File: src/rtl/jtag_loopback_tester_pkg.sv
`default_nettype none
// +----------------------------------------------------------------------------+
// | Module      : selftest_pkg                                                  |
// | Description : Shared types and constants for the JTAG loopback self-test:  |
// |               FSM state enum, lane width, pattern count and pattern ROM.   |
// | Revision    : 1.0 - initial release                                         |
// +----------------------------------------------------------------------------+
package selftest_pkg;

  localparam int LANES        = 4;
  localparam int NUM_PATTERNS = 10;
  localparam int IDX_W        = 4;

  typedef logic [LANES-1:0] lane_t;

  // Walking one, walking zero, then all-low and all-high.
  localparam lane_t PATTERN_ROM [NUM_PATTERNS] = '{
    4'b0001, 4'b0010, 4'b0100, 4'b1000,
    4'b1110, 4'b1101, 4'b1011, 4'b0111,
    4'b0000, 4'b1111
  };

  typedef enum logic [1:0] {
    ST_IDLE   = 2'd0,
    ST_DRIVE  = 2'd1,
    ST_SAMPLE = 2'd2,
    ST_DONE   = 2'd3
  } state_e;

endpackage : selftest_pkg
`default_nettype wire

File: src/rtl/jtag_loopback_tester_if.sv
`default_nettype none
// +----------------------------------------------------------------------------+
// | Module      : jtag_loopback_tester_if                                       |
// | Description : Host/loopback-side signal bundle of the self-test sequencer. |
// |               err_count exists only when SELFTEST_ERRCNT_EN is defined.    |
// | Revision    : 1.0 - initial release                                         |
// +----------------------------------------------------------------------------+
interface jtag_loopback_tester_if;
  import selftest_pkg::*;

  logic              start;
  logic [LANES-1:0]  jtag_in;
  logic [LANES-1:0]  jtag_out;
  logic              busy;
  logic              done;
  logic              pass;
  logic [LANES-1:0]  fail_lanes;
`ifdef SELFTEST_ERRCNT_EN
  logic [7:0]        err_count;
`endif

  // Host side: requests runs, closes the loopback, reads status.
  modport master (
    output start, jtag_in,
`ifdef SELFTEST_ERRCNT_EN
    input  err_count,
`endif
    input  jtag_out, busy, done, pass, fail_lanes
  );

  // Sequencer side.
  modport slave (
    input  start, jtag_in,
`ifdef SELFTEST_ERRCNT_EN
    output err_count,
`endif
    output jtag_out, busy, done, pass, fail_lanes
  );

endinterface : jtag_loopback_tester_if
`default_nettype wire

File: src/rtl/jtag_loopback_tester_sync2.sv
`default_nettype none
// +----------------------------------------------------------------------------+
// | Module      : sync2                                                         |
// | Description : Parameterised-width two-flop synchroniser, async active-low  |
// |               reset to zero.                                               |
// | Revision    : 1.0 - initial release                                         |
// +----------------------------------------------------------------------------+
module sync2 #(
  parameter int WIDTH = 1
) (
  input  logic             clk,
  input  logic             rst_n,
  input  logic [WIDTH-1:0] d_i,
  output logic [WIDTH-1:0] q_o
);

  logic [WIDTH-1:0] meta_q;
  logic [WIDTH-1:0] sync_q;

  // Two back-to-back flops to resolve metastability of the async input.
  always_ff @(posedge clk or negedge rst_n) begin
    if (!rst_n) begin
      meta_q <= '0;
      sync_q <= '0;
    end else begin
      meta_q <= d_i;
      sync_q <= meta_q;
    end
  end

  assign q_o = sync_q;

endmodule : sync2
`default_nettype wire

File: src/rtl/jtag_loopback_tester.sv
`default_nettype none
// +----------------------------------------------------------------------------+
// | Module      : jtag_loopback_tester                                          |
// | Description : Drives the pattern ROM onto the JTAG lines, samples the       |
// |               looped-back lines after SETTLE_CYCLES and accumulates sticky |
// |               per-lane mismatch flags over PASSES sequences.               |
// |               Optional macro SELFTEST_ERRCNT_EN adds a saturating 8-bit    |
// |               count of mismatching SAMPLE cycles (err_count).              |
// | Revision    : 1.0 - initial release                                         |
// +----------------------------------------------------------------------------+
module jtag_loopback_tester
  import selftest_pkg::*;
#(
  parameter int SETTLE_CYCLES = 4,
  parameter int PASSES        = 1
) (
  input  logic                  clk,
  input  logic                  rst_n,
  jtag_loopback_tester_if.slave bus
);

  localparam int SETTLE_W = (SETTLE_CYCLES > 1) ? $clog2(SETTLE_CYCLES) : 1;
  localparam int PASS_W   = (PASSES > 1) ? $clog2(PASSES) : 1;

  localparam logic [SETTLE_W-1:0] c_settle_last = SETTLE_W'(SETTLE_CYCLES - 1);
  localparam logic [PASS_W-1:0]   c_pass_last   = PASS_W'(PASSES - 1);
  localparam logic [IDX_W-1:0]    c_idx_last    = IDX_W'(NUM_PATTERNS - 1);

  // Synchronised inputs
  logic             start_sync;
  logic [LANES-1:0] jtag_sync;
  logic             start_prev_q;
  logic             start_edge;

  // FSM and counters
  state_e                state_q,    state_d;
  logic [IDX_W-1:0]      index_q,    index_d;
  logic [PASS_W-1:0]     pass_cnt_q, pass_cnt_d;
  logic [SETTLE_W-1:0]   settle_q,   settle_d;

  // Status registers
  logic                  busy_q, busy_d;
  logic                  done_q, done_d;
  logic                  pass_q, pass_d;
  logic [LANES-1:0]      fail_q, fail_d;
  logic [LANES-1:0]      mismatch;

`ifdef SELFTEST_ERRCNT_EN
  logic [7:0]            err_q, err_d;
`else
  // No error counter in this build.
`endif

  sync2 #(.WIDTH(1)) u_sync_start (
    .clk   (clk),
    .rst_n (rst_n),
    .d_i   (bus.start),
    .q_o   (start_sync)
  );

  sync2 #(.WIDTH(LANES)) u_sync_jtag (
    .clk   (clk),
    .rst_n (rst_n),
    .d_i   (bus.jtag_in),
    .q_o   (jtag_sync)
  );

  // Edges seen while not in IDLE are consumed here and lost, so a held or
  // re-toggled start during a run cannot restart or extend it.
  assign start_edge = start_sync & ~start_prev_q;
  assign mismatch   = jtag_sync ^ PATTERN_ROM[index_q];

  // State, counter and status registers.
  always_ff @(posedge clk or negedge rst_n) begin
    if (!rst_n) begin
      start_prev_q <= 1'b0;
      state_q      <= ST_IDLE;
      index_q      <= '0;
      pass_cnt_q   <= '0;
      settle_q     <= '0;
      busy_q       <= 1'b0;
      done_q       <= 1'b0;
      pass_q       <= 1'b0;
      fail_q       <= '0;
`ifdef SELFTEST_ERRCNT_EN
      err_q        <= '0;
`endif
    end else begin
      start_prev_q <= start_sync;
      state_q      <= state_d;
      index_q      <= index_d;
      pass_cnt_q   <= pass_cnt_d;
      settle_q     <= settle_d;
      busy_q       <= busy_d;
      done_q       <= done_d;
      pass_q       <= pass_d;
      fail_q       <= fail_d;
`ifdef SELFTEST_ERRCNT_EN
      err_q        <= err_d;
`endif
    end
  end

  // Next-state and register updates; status changes become visible the cycle
  // after the state that decides them.
  always_comb begin
    state_d    = state_q;
    index_d    = index_q;
    pass_cnt_d = pass_cnt_q;
    settle_d   = settle_q;
    busy_d     = busy_q;
    done_d     = done_q;
    pass_d     = pass_q;
    fail_d     = fail_q;
`ifdef SELFTEST_ERRCNT_EN
    err_d      = err_q;
`endif

    unique case (state_q)
      ST_IDLE: begin
        if (start_edge) begin
          done_d     = 1'b0;
          pass_d     = 1'b0;
          fail_d     = '0;
          busy_d     = 1'b1;
          index_d    = '0;
          pass_cnt_d = '0;
          settle_d   = '0;
`ifdef SELFTEST_ERRCNT_EN
          err_d      = '0;
`endif
          state_d    = ST_DRIVE;
        end
      end

      ST_DRIVE: begin
        if (settle_q == c_settle_last) begin
          settle_d = '0;
          state_d  = ST_SAMPLE;
        end else begin
          settle_d = settle_q + 1'b1;
        end
      end

      ST_SAMPLE: begin
        fail_d = fail_q | mismatch;
`ifdef SELFTEST_ERRCNT_EN
        if ((mismatch != '0) && (err_q != 8'hFF)) begin
          err_d = err_q + 8'd1;
        end
`endif
        if (index_q != c_idx_last) begin
          index_d = index_q + 1'b1;
          state_d = ST_DRIVE;
        end else if (pass_cnt_q != c_pass_last) begin
          pass_cnt_d = pass_cnt_q + 1'b1;
          index_d    = '0;
          state_d    = ST_DRIVE;
        end else begin
          state_d = ST_DONE;
        end
      end

      ST_DONE: begin
        busy_d  = 1'b0;
        done_d  = 1'b1;
        pass_d  = (fail_q == '0);
        state_d = ST_IDLE;
      end

      default: state_d = ST_IDLE;
    endcase
  end

  // Pattern is held through the SAMPLE cycle; lines are parked low otherwise.
  always_comb begin
    bus.jtag_out = '0;
    if ((state_q == ST_DRIVE) || (state_q == ST_SAMPLE)) begin
      bus.jtag_out = PATTERN_ROM[index_q];
    end
  end

  assign bus.busy       = busy_q;
  assign bus.done       = done_q;
  assign bus.pass       = pass_q;
  assign bus.fail_lanes = fail_q;
`ifdef SELFTEST_ERRCNT_EN
  assign bus.err_count  = err_q;
`endif

endmodule : jtag_loopback_tester
`default_nettype wire

File: src/flat_wrapper.sv
// flat-port wrapper written by rule: the top's interface ports become plain ports
module jtag_loopback_tester_flat import selftest_pkg::*;
#(
  parameter int SETTLE_CYCLES = 4,
  parameter int PASSES        = 1
)
  (clk, rst_n, bus_start, bus_jtag_in, bus_jtag_out, bus_busy, bus_done, bus_pass, bus_fail_lanes);
  jtag_loopback_tester_if bus_i ();
  input  logic clk;
  input  logic rst_n;
  input wire logic [$bits(bus_i.start)-1:0] bus_start;
  input wire logic [$bits(bus_i.jtag_in)-1:0] bus_jtag_in;
  output wire logic [$bits(bus_i.jtag_out)-1:0] bus_jtag_out;
  output wire logic [$bits(bus_i.busy)-1:0] bus_busy;
  output wire logic [$bits(bus_i.done)-1:0] bus_done;
  output wire logic [$bits(bus_i.pass)-1:0] bus_pass;
  output wire logic [$bits(bus_i.fail_lanes)-1:0] bus_fail_lanes;
  assign bus_i.start = bus_start;
  assign bus_i.jtag_in = bus_jtag_in;
  assign bus_jtag_out = bus_i.jtag_out;
  assign bus_busy = bus_i.busy;
  assign bus_done = bus_i.done;
  assign bus_pass = bus_i.pass;
  assign bus_fail_lanes = bus_i.fail_lanes;
  jtag_loopback_tester #(.SETTLE_CYCLES(SETTLE_CYCLES), .PASSES(PASSES)) u_core (.clk(clk), .rst_n(rst_n), .bus(bus_i));
endmodule
File: config.mk
export PLATFORM = sky130hd
export DESIGN_NAME = jtag_loopback_tester_flat
export DESIGN_NICKNAME = d
export VERILOG_FILES = /design/src/rtl/jtag_loopback_tester_pkg.sv /design/src/rtl/jtag_loopback_tester_if.sv /design/src/rtl/jtag_loopback_tester_sync2.sv /design/src/rtl/jtag_loopback_tester.sv /design/src/flat_wrapper.sv
export SDC_FILE = /design/constraint.sdc
export NUM_CORES = 1
export LEC_CHECK = 0
export CAP_MARGIN = 20
export CORE_MARGIN = 2
export CORE_UTILIZATION = 40
export DETAILED_ROUTE_END_ITERATION = 6
export MAX_ROUTING_LAYER = met4
export PLACE_DENSITY = 0.73
export SLEW_MARGIN = 25
export SYNTH_ARGS = -nofsm -noshare
export SYNTH_HDL_FRONTEND = slang
export SYNTH_HIERARCHICAL = 1
export SYNTH_SLANG_ARGS = --single-unit
File: constraint.sdc
create_clock -name clk -period 2.41 [get_ports clk]
set_clock_uncertainty 0.1 [all_clocks]
set_input_delay 0.6025 -clock clk [delete_from_list [all_inputs] [get_ports clk]]
set_output_delay 0.6025 -clock clk [all_outputs]
set_load 0.02 [all_outputs]
Word-level counts from Yosys, hierarchy flattened
Memories as Yosys holds them, arrays and structs flattened.
Index checks and enable logic that the tools add are counted.
- input port bits: 7
- register bits: 27
- logic and storage cells: 68
- memory bits (read-only): 64
- memories kept: 1
- equality and inequality tests: 9
- bitwise gates (word level): 5
- reduce and logical (&&, ||, !) cells: 12
- $lt $le $gt $ge: 1
- $add $sub $neg: 3
- muxes and demuxes: 24
- memories (name ; words ; bits a word ; read ports ; clocked after memory_dff ; wr ports ; line ; source):
    (name not given) ; 16 ; 4 ; 1 ; 0 ; 0 ; jtag_loopback_tester.sv:71 ; assign mismatch = jtag_sync ^ PATTERN_ROM[index_q];
- operator list (kind ; number):
    $mux W4 ; 6
    $pmux W4 S2 ; 2
    $mux W2 ; 6
    $pmux W1 S2 ; 4
    $pmux W2 S4 ; 1
    $reduce_and A2 Y1 ; 4
    $eq A2 B2 Y1 const B ; 3
    $reduce_and A3 Y1 ; 2
    $reduce_bool A2 Y1 ; 3
    $ge A5 B5 Y1 const B ; 1
    $not A4 Y5 ; 1
    $add A4 B1 Y4 const B ; 1
    $logic_not A4 Y1 ; 1
    $mux W1 ; 4
    $ne A2 B1 Y1 const B ; 2
    $ne A4 B4 Y1 const B ; 1
    $or A4 B4 Y4 ; 1
    $pmux W2 S2 ; 1
    $xor A4 B4 Y4 ; 1
    $ne A3 B1 Y1 const B ; 1
    $add A2 B1 Y2 const B ; 1
    $eq A2 B1 Y1 const B ; 1
    $logic_not A2 Y1 ; 1
    $ne A2 B2 Y1 const B ; 1
    4 further kinds ; 4

Longest topological paths before layout
Gate-level depths: netlist of run 1.
- depth in word-level cells: 7
- depth in mapped cells: 7
- mapped depth without buffers: 6

Modules after synthesis
Netlist of run 1, hierarchy kept.
- by module, submodules not included (module ; area an instance (um2) ; times used ; cells an instance ; seq. area each (um2)):
    jtag_loopback_tester ; 1021.0 ; 1 ; 109 ; 400.4
    sync2 at u_core.u_sync_jtag ; 200.2 ; 1 ; 8 ; 200.2
    sync2 at u_core.u_sync_start ; 50.0 ; 1 ; 2 ; 50.0

Worst setup path after synthesis of run 1
No wires, ideal clock.
- path kind: register -> output
- from: register u_core.index_q[0]
- to: output bus_jtag_out[2]
- stages on the path, launching flop included: 3
- path slack: 0.380 ns
- arrival: 1.327 ns
- cells stage by stage: dfrtp_1 or4b_1 a31oi_1
- longest elaborated chain between the ends: 5
- RTL lines (element ; line ; source):
    start: declaration ; jtag_loopback_tester.sv:37 ; logic [IDX_W-1:0] index_q, index_d;
    start signal: assignment ; jtag_loopback_tester.sv:91 ; index_q <= index_d;
    $not A4 Y5 (implied by the code) ; jtag_loopback_tester.sv:179 ; bus.jtag_out = PATTERN_ROM[index_q];
    $mem_v2 Z16 W4 ; -- ;
    $mux W4 (2 in a row) ; -- ;
    $mux W4 ; jtag_loopback_tester.sv:178 ; if ((state_q == ST_DRIVE) || (state_q == ST_SAMPLE)) begin
    end: declaration ; flat_wrapper.sv:13 ; output wire logic [$bits(bus_i.jtag_out)-1:0] bus_jtag_out;
Every way passes these cells. The select of a mux whose other input is x is not followed.

Worst setup path after layout of run 1
- from: register u_core.index_q[0]
- to: output bus_jtag_out[0]
The elaborated chain is that of the path after synthesis.

==> metrics.md, run 1 <==
| Metric | Value |
|---|---|
| Worst setup margin | -0.0141 ns |
| Initial antenna violation count | 0 |
| FF-to-FF End | u_core/index_q[3]$_DFFE_PN0P_ |
| DRC violations left | 0 |
| Status | finished, violations left |
| Hold Slack | 0.264 ns |
| Post-layout min period | 2.42 ns |
| Max cap viols | 0 |
| First drt pass iteration count | 4 |
| Yosys synthesis warning count | 6 |
| CTS tree | built |
| RSZ-0062 raised after global routing | yes |
| Slew headroom | 0.760 |
| IO Count | 18 |
| Port bufs | 17 |
| Layout Nets | 166 |
| Synth Area per Inst | 10.7 um2 |
| Sequential element share of the synthesized area | 0.512 |
| Clock Tree Buf Depth | 2 |
| Die H | 60.4 um |
| CTS Buf Count | 3 |
| Hold/Removal Path Class | flop to flop |
| Largest net degree at the start of global routing | 27 |
| Hold Fails Final Rpt | 0 |
| Rows | 20 |
| Clock Pin Slew Worst Setup and Hold Paths | 0.14 ns |
| Final instance area | 0.00163 mm2 |
| WS Path Type | flop to output port |
| CTS Hold Buffers Added | 0 |
| Post-synth top cells | 26 x dfrtp_1, 9 x nand2_1, 8 x inv_1 |
| Ys async rst share | 1.00 |
| WL final | 2640 um |
| CP startpoint kind | flop |
| Gr usage total | 0.168 |
| WP data required | 1.71 ns |
| Fmax | 413 MHz |
| Leakage | 0.743 nW |
| Worst Tran Pin Value | 0.360 ns |
| Layout fillers | 267 |
| DP Area | 0.00155 mm2 |
| Hold Crit Start | u_core/u_sync_start/meta_q$_DFF_PN0_ |
| Max Fanout on Critical Path | 3 |
| Crit end category | output port |
| Gpl congestion | 0.844 |
| Worst reg2reg path depth | 6 |
| Clk_lat worst skew | 0.31 ns |
| Via count | 1007 |
| Synthesized area | 0.00127 mm2 |
| Worst hold path stage count | 0 |
| Wire per inst | 13.5 um |
| Worst Hold Path EP | u_core/u_sync_start/q_o$_DFF_PN0_ |
| EDFF count, synth | 0 |
| Power per cell area | 1400 mW/mm2 |
| Top-count cell post-synth | dfrtp_1 |
| Netlist cell types | 38 |
| Grt total ovfl | 0 |
| H-tree depth | 1 |
| Final setup fails | 1 |
| Slew Limit Fails | 0 |
| Clock sinks | 26 |
| Share of cells above drive strength 1 | 0.230 |
| Yosys top cell area share | 0.512 |
| DP Worst Slack | -0.110 ns |
| Starting DRT DRC Count | 30 |
| RR Startpoint | u_core/state_q[0]$_DFFE_PN0P_ |
| Starting Density | 0.420 |
| Mapped Cells | 119 |
| DP Wirelength | 1860 um |
| Area of the multi-input gates | 554 um2 |
| Ant diodes | 0 |
| Synthesis-to-layout area growth | 28.1% |
| Top FF cell, synth | dfrtp_1 |
| Routed vias/inst | 5.14 |
| Vias in the first global route | 1034 |
| Mapped Nets | 132 |
| Yosys reg bits | 26 |
| Top cells by area, synth | dfrtp_1 51%, ha_1 5.9%, nand2_1 2.7% |
| CTS root buf | clkbuf_4 |
| Leading area contributor after synthesis | dfrtp_1 |
| Critical path data arrival time | 1.72 ns |
| Period utilisation layout | 1.01 |
| Worst vdd ir | 0.621 mV |
| DRT antenna net count | 0 |
| Die ar. | 0.00365 mm2 |
| Width of the die | 60.4 um |
| R2r setup slk | 0.56 ns |
| Seq. cell area | 653 um2 |
| Violated checks | setup timing |
| Core Area | 0.00303 mm2 |
| Final non-filler cell total | 196 |
| Post-route setup TNS | -0.0141 ns |
| First-pass GRT wire length | 4490 um |
| Placed insts | 188 |
## through the flow
stage | utilization | power (mW)
final | 0.538 | 2.28
after global routing | 0.538 | 2.44
after CTS | 0.529 | 2.19
after detailed placement | 0.512 | 1.97
after global placement | 0.512 | 1.92
after floorplan | - | 1.47
## worst max path at each step
stage                                        from              end  slack (ns)  cells past startpoint
floorplan           u_core/index_q[0]$_DFFE_PN0P_  bus_jtag_out[2]        0.38                      2
global placement    u_core/index_q[1]$_DFFE_PN0P_  bus_jtag_out[0]       -0.06                      4
detailed placement  u_core/index_q[1]$_DFFE_PN0P_  bus_jtag_out[0]       -0.11                      4
CTS                 u_core/index_q[1]$_DFFE_PN0P_  bus_jtag_out[0]      -0.002                      4
global route        u_core/index_q[3]$_DFFE_PN0P_  bus_jtag_out[0]       -0.05                      4
finish              u_core/index_q[0]$_DFFE_PN0P_  bus_jtag_out[0]       -0.01                      4
## report_power, final
group          internal (mW)  switching [mW]  leakage (nW)  total (mW)
Clock                 0.0923           0.121        0.0210       0.214
Combinational          0.678           0.714         0.413        1.39
Sequential             0.562           0.109         0.309       0.671
Total                   1.33           0.945         0.743        2.28
## kinds of logic after synthesis
logic type	Yosys count	share of synthesized area
simple gates	38	0.173
compound gates	29	0.153
flops	26	0.512
buf+inv	14	0.0610
fa+ha+maj	6	0.0591
xor+xnor	5	0.0345
mux	1	0.00787
## layout by cell type, fill, tap and decap left out, drive strengths merged
cell,instances
o22ai,1
a32o,2
o211ai,2
ha,6
or3,1
a31oi,3
nor2b,1
or3b,2
nand4b,1
or4,1
a211o,1
and3b,1
nor4,1
xnor2,3
buf,21
nand3,4
or4b,1
a21boi,1
mux2i,1
nand2,9
and2b,1
dfrtp,26
nor2,6
inv,9
clkbuf,4
clkdlybuf4s50,13
o21a,1
xor2,2
a21oi,6
nand2b,3
o21ai,11
nor3,1
and4b,1
nand3b,1
a211oi,1
and2,3
## flip-flops by register name, summed over array words and instances (netlist names)
register	count
u_core/index_q	4
u_core/u_sync_start/q_o	1
u_core/u_sync_jtag/meta_q	4
u_core/settle_q	2
u_core/bus.pass	1
u_core/bus.busy	1
u_core/u_sync_start/meta_q	1
u_core/u_sync_jtag/q_o	4
u_core/start_prev_q	1
u_core/bus.done	1
u_core/state_q	2
u_core/bus.fail_lanes	4
## worst max-delay path, cell delays in order, from the launching register on
cell      delay [ns]
dfrtp_1         0.45
or4_4           0.57
o211ai_4        0.10
and2_4          0.17
buf_6           0.11
## metal layers
metal  vias to the layer above  global-route usage  part of all wire
li1                        480                   -                 -
met3                         6              0.0213             0.036
met1                       496               0.204              0.41
met4                         0              0.0603             0.012
met2                        25               0.287              0.54
met5                         -                   -                 0
## area by class of cell
class                   count  share of cell area
multi-input cells          79               0.341
clock buffers               4              0.0223
flip-flops and latches     26               0.401
repair buffers             34               0.181
inverters                   9              0.0208
well taps                  44              0.0338
## repair_timing
| item | in CTS | in global routing |
|---|---|---|
| buffers inserted | 4 | 0 |
| pin swaps | 0 | 2 |
| setup endpoints to repair | 4 | 4 |
| resized for setup | 20 | 7 |
(Power assumes the default switching activity.)
==> run 2, diff against run 1 <==
--- a/config.mk
+++ b/config.mk
@@ -9,6 +9,8 @@
 export CORE_MARGIN = 2
 export CORE_UTILIZATION = 40
 export DETAILED_ROUTE_END_ITERATION = 6
+export GPL_ROUTABILITY_DRIVEN = 0
+export HOLD_SLACK_MARGIN = 0.06
 export MAX_ROUTING_LAYER = met4
 export PLACE_DENSITY = 0.73
 export SLEW_MARGIN = 25
==> results of run 2 <==
Same layout as run 1: the final DEF is identical, and so are final timing and power.
==> run 3, diff against run 2 <==
--- a/config.mk
+++ b/config.mk
@@ -7,12 +7,12 @@
 export LEC_CHECK = 0
 export CAP_MARGIN = 20
 export CORE_MARGIN = 2
-export CORE_UTILIZATION = 40
+export CORE_UTILIZATION = 50
 export DETAILED_ROUTE_END_ITERATION = 6
 export GPL_ROUTABILITY_DRIVEN = 0
 export HOLD_SLACK_MARGIN = 0.06
 export MAX_ROUTING_LAYER = met4
-export PLACE_DENSITY = 0.73
+export PLACE_DENSITY = 0.85
 export SLEW_MARGIN = 25
 export SYNTH_ARGS = -nofsm -noshare
 export SYNTH_HDL_FRONTEND = slang
==> metrics.md, run 3 (synthesis gave the netlist of run 1 again) <==
| Metric | Value |
|---|---|
| Starting DRT DRC Count | 11 |
| Initial antenna violation count | 0 |
| Clk_lat worst skew | 0.31 ns |
| Rows | 18 |
| WL final | 2430 um |
| Die H | 54.4 um |
| Gr usage total | 0.203 |
| Hold Fails Final Rpt | 0 |
| Ant diodes | 0 |
| Grt total ovfl | 0 |
| IO Count | 18 |
| Worst vdd ir | 0.971 mV |
| Crit end category | output port |
| Wire per inst | 13.4 um |
| Slew headroom | 0.766 |
| DRC violations left | 0 |
| Design Power | 2.27 mW |
| First-pass GRT wire length | 4160 um |
| DP Wirelength | 1830 um |
| Leakage | 0.744 nW |
| Status | finished, violations left |
| Fmax | 415 MHz |
| CTS root buf | clkbuf_4 |
| Core Util, Final | 0.660 |
| Layout fillers | 179 |
| CP startpoint kind | flop |
| Leading cell type in the layout, fill and taps excluded | dfrtp_1 |
| Layout Nets | 165 |
| Starting Density | 0.523 |
| First drt pass iteration count | 4 |
| WS Path Type | flop to output port |
| Die ar. | 0.00296 mm2 |
| Post-layout min period | 2.41 ns |
| Vias in the first global route | 971 |
| Largest net degree at the start of global routing | 27 |
| Routed vias/inst | 5.18 |
| Hold Slack | 0.265 ns |
| Synthesis-to-layout area growth | 26.4% |
| WP data required | 1.71 ns |
| Port bufs | 17 |
| Core Area | 0.00243 mm2 |
| H-tree depth | 1 |
| Final setup fails | 1 |
| CTS Hold Buffers Added | 0 |
| Worst Tran Pin Value | 0.350 ns |
| Placed insts | 175 |
| Worst setup margin | -0.000727 ns |
| Final non-filler cell total | 181 |
| Power per cell area | 1410 mW/mm2 |
| Clock sinks | 26 |
| Clock Pin Slew Worst Setup and Hold Paths | 0.12 ns |
| Clock Tree Buf Depth | 2 |
| Post-route setup TNS | -0.000727 ns |
| Hold/Removal Path Class | flop to flop |
| RSZ-0062 raised after global routing | yes |
| Share of cells above drive strength 1 | 0.238 |
| Max cap viols | 0 |
| Width of the die | 54.4 um |
| Critical path data arrival time | 1.71 ns |
| Slew Limit Fails | 0 |
| DRT antenna net count | 0 |
| Max Fanout on Critical Path | 4 |
| Period utilisation layout | 1.00 |
| Violated checks | setup timing |
| Commonest non-fill, non-tap cells in the layout | 24 x dfrtp_1, 16 x buf_4, 13 x clkdlybuf4s50_1, 9 x nand2_1, 8 x inv_1 |
| Via count | 937 |
| CTS tree | built |
| CTS Buf Count | 3 |
[run 3: cell count changes in the layout (fill, tap and decap cells not counted)]
cell,before,now
buf_6,2,4
o211ai_2,1,2
and2_1,2,1
and2_4,1,2
or3b_4,0,1
or3b_1,2,1
buf_4,19,16
o211ai_4,1,0
[run 3: layout make-up]
| cell class | count | area, um2 | share of cell area |
|---|---|---|---|
| Sequential cell | 26 | 653 | 0.407 |
| Multi-Input combinational cell | 79 | 551 | 0.343 |
| Timing Repair Buffer | 33 | 295 | 0.184 |
| Tap cell | 30 | 37.5 | 0.0234 |
| Clock buffer | 4 | 36.3 | 0.0226 |
| Inverter | 9 | 33.8 | 0.0210 |
[run 3: worst max-delay path, cell delays in order, from the launching register on]
cell	delay, ns
dfrtp_1	0.43
buf_4	0.14
or4_4	0.48
o211ai_2	0.08
and2_4	0.16
buf_6	0.10
[run 3: metal layers]
metal	global-route usage	up-vias	wire length (um)
met2	0.335	10	1220
met4	0.0625	0	0
met5	-	-	0
met3	0.0164	0	45
met1	0.269	449	1170
li1	-	478	-
[run 3: where the power goes]
| group | leakage (nW) | switching (mW) | internal (mW) |
|---|---|---|---|
| sequential | 0.309 | 0.0985 | 0.562 |
| combinational | 0.414 | 0.701 | 0.693 |
| clock | 0.0210 | 0.119 | 0.0924 |
[run 3: final timing paths]
path / startpoint / cells past startpoint / slack [ns] / to
worst min-delay path: u_core/u_sync_jtag/meta_q[0]$_DFF_PN0_ / 0 / 0.26 / u_core/u_sync_jtag/q_o[0]$_DFF_PN0_
worst max-delay path: u_core/index_q[2]$_DFFE_PN0P_ / 5 / -0.0007 / bus_jtag_out[0]
max in group asynchronous: rst_n / 2 / 1.42 / u_core/index_q[1]$_DFFE_PN0P_
worst min register to register: u_core/u_sync_jtag/meta_q[0]$_DFF_PN0_ / 0 / 0.26 / u_core/u_sync_jtag/q_o[0]$_DFF_PN0_
min in group asynchronous: rst_n / 2 / 0.53 / u_core/u_sync_start/meta_q$_DFF_PN0_
worst max register to register: u_core/state_q[0]$_DFFE_PN0P_ / 6 / 0.59 / u_core/index_q[3]$_DFFE_PN0P_
[run 3: what timing repair did]
action	in CTS	in global routing
setup buffers	2	0
setup endpoints to repair	4	4
hold endpoints to repair	0	0
pin swaps	1	2
resized for setup	20	10
[run 3: through the flow]
step                instance area, um2  setup slack (ns)
global route                      1610           -0.0851
CTS                               1580           -0.0210
finish                            1610         -0.000727
detailed placement                1540           -0.0564
global placement                  1540           -0.0295
floorplan                         1270             0.380
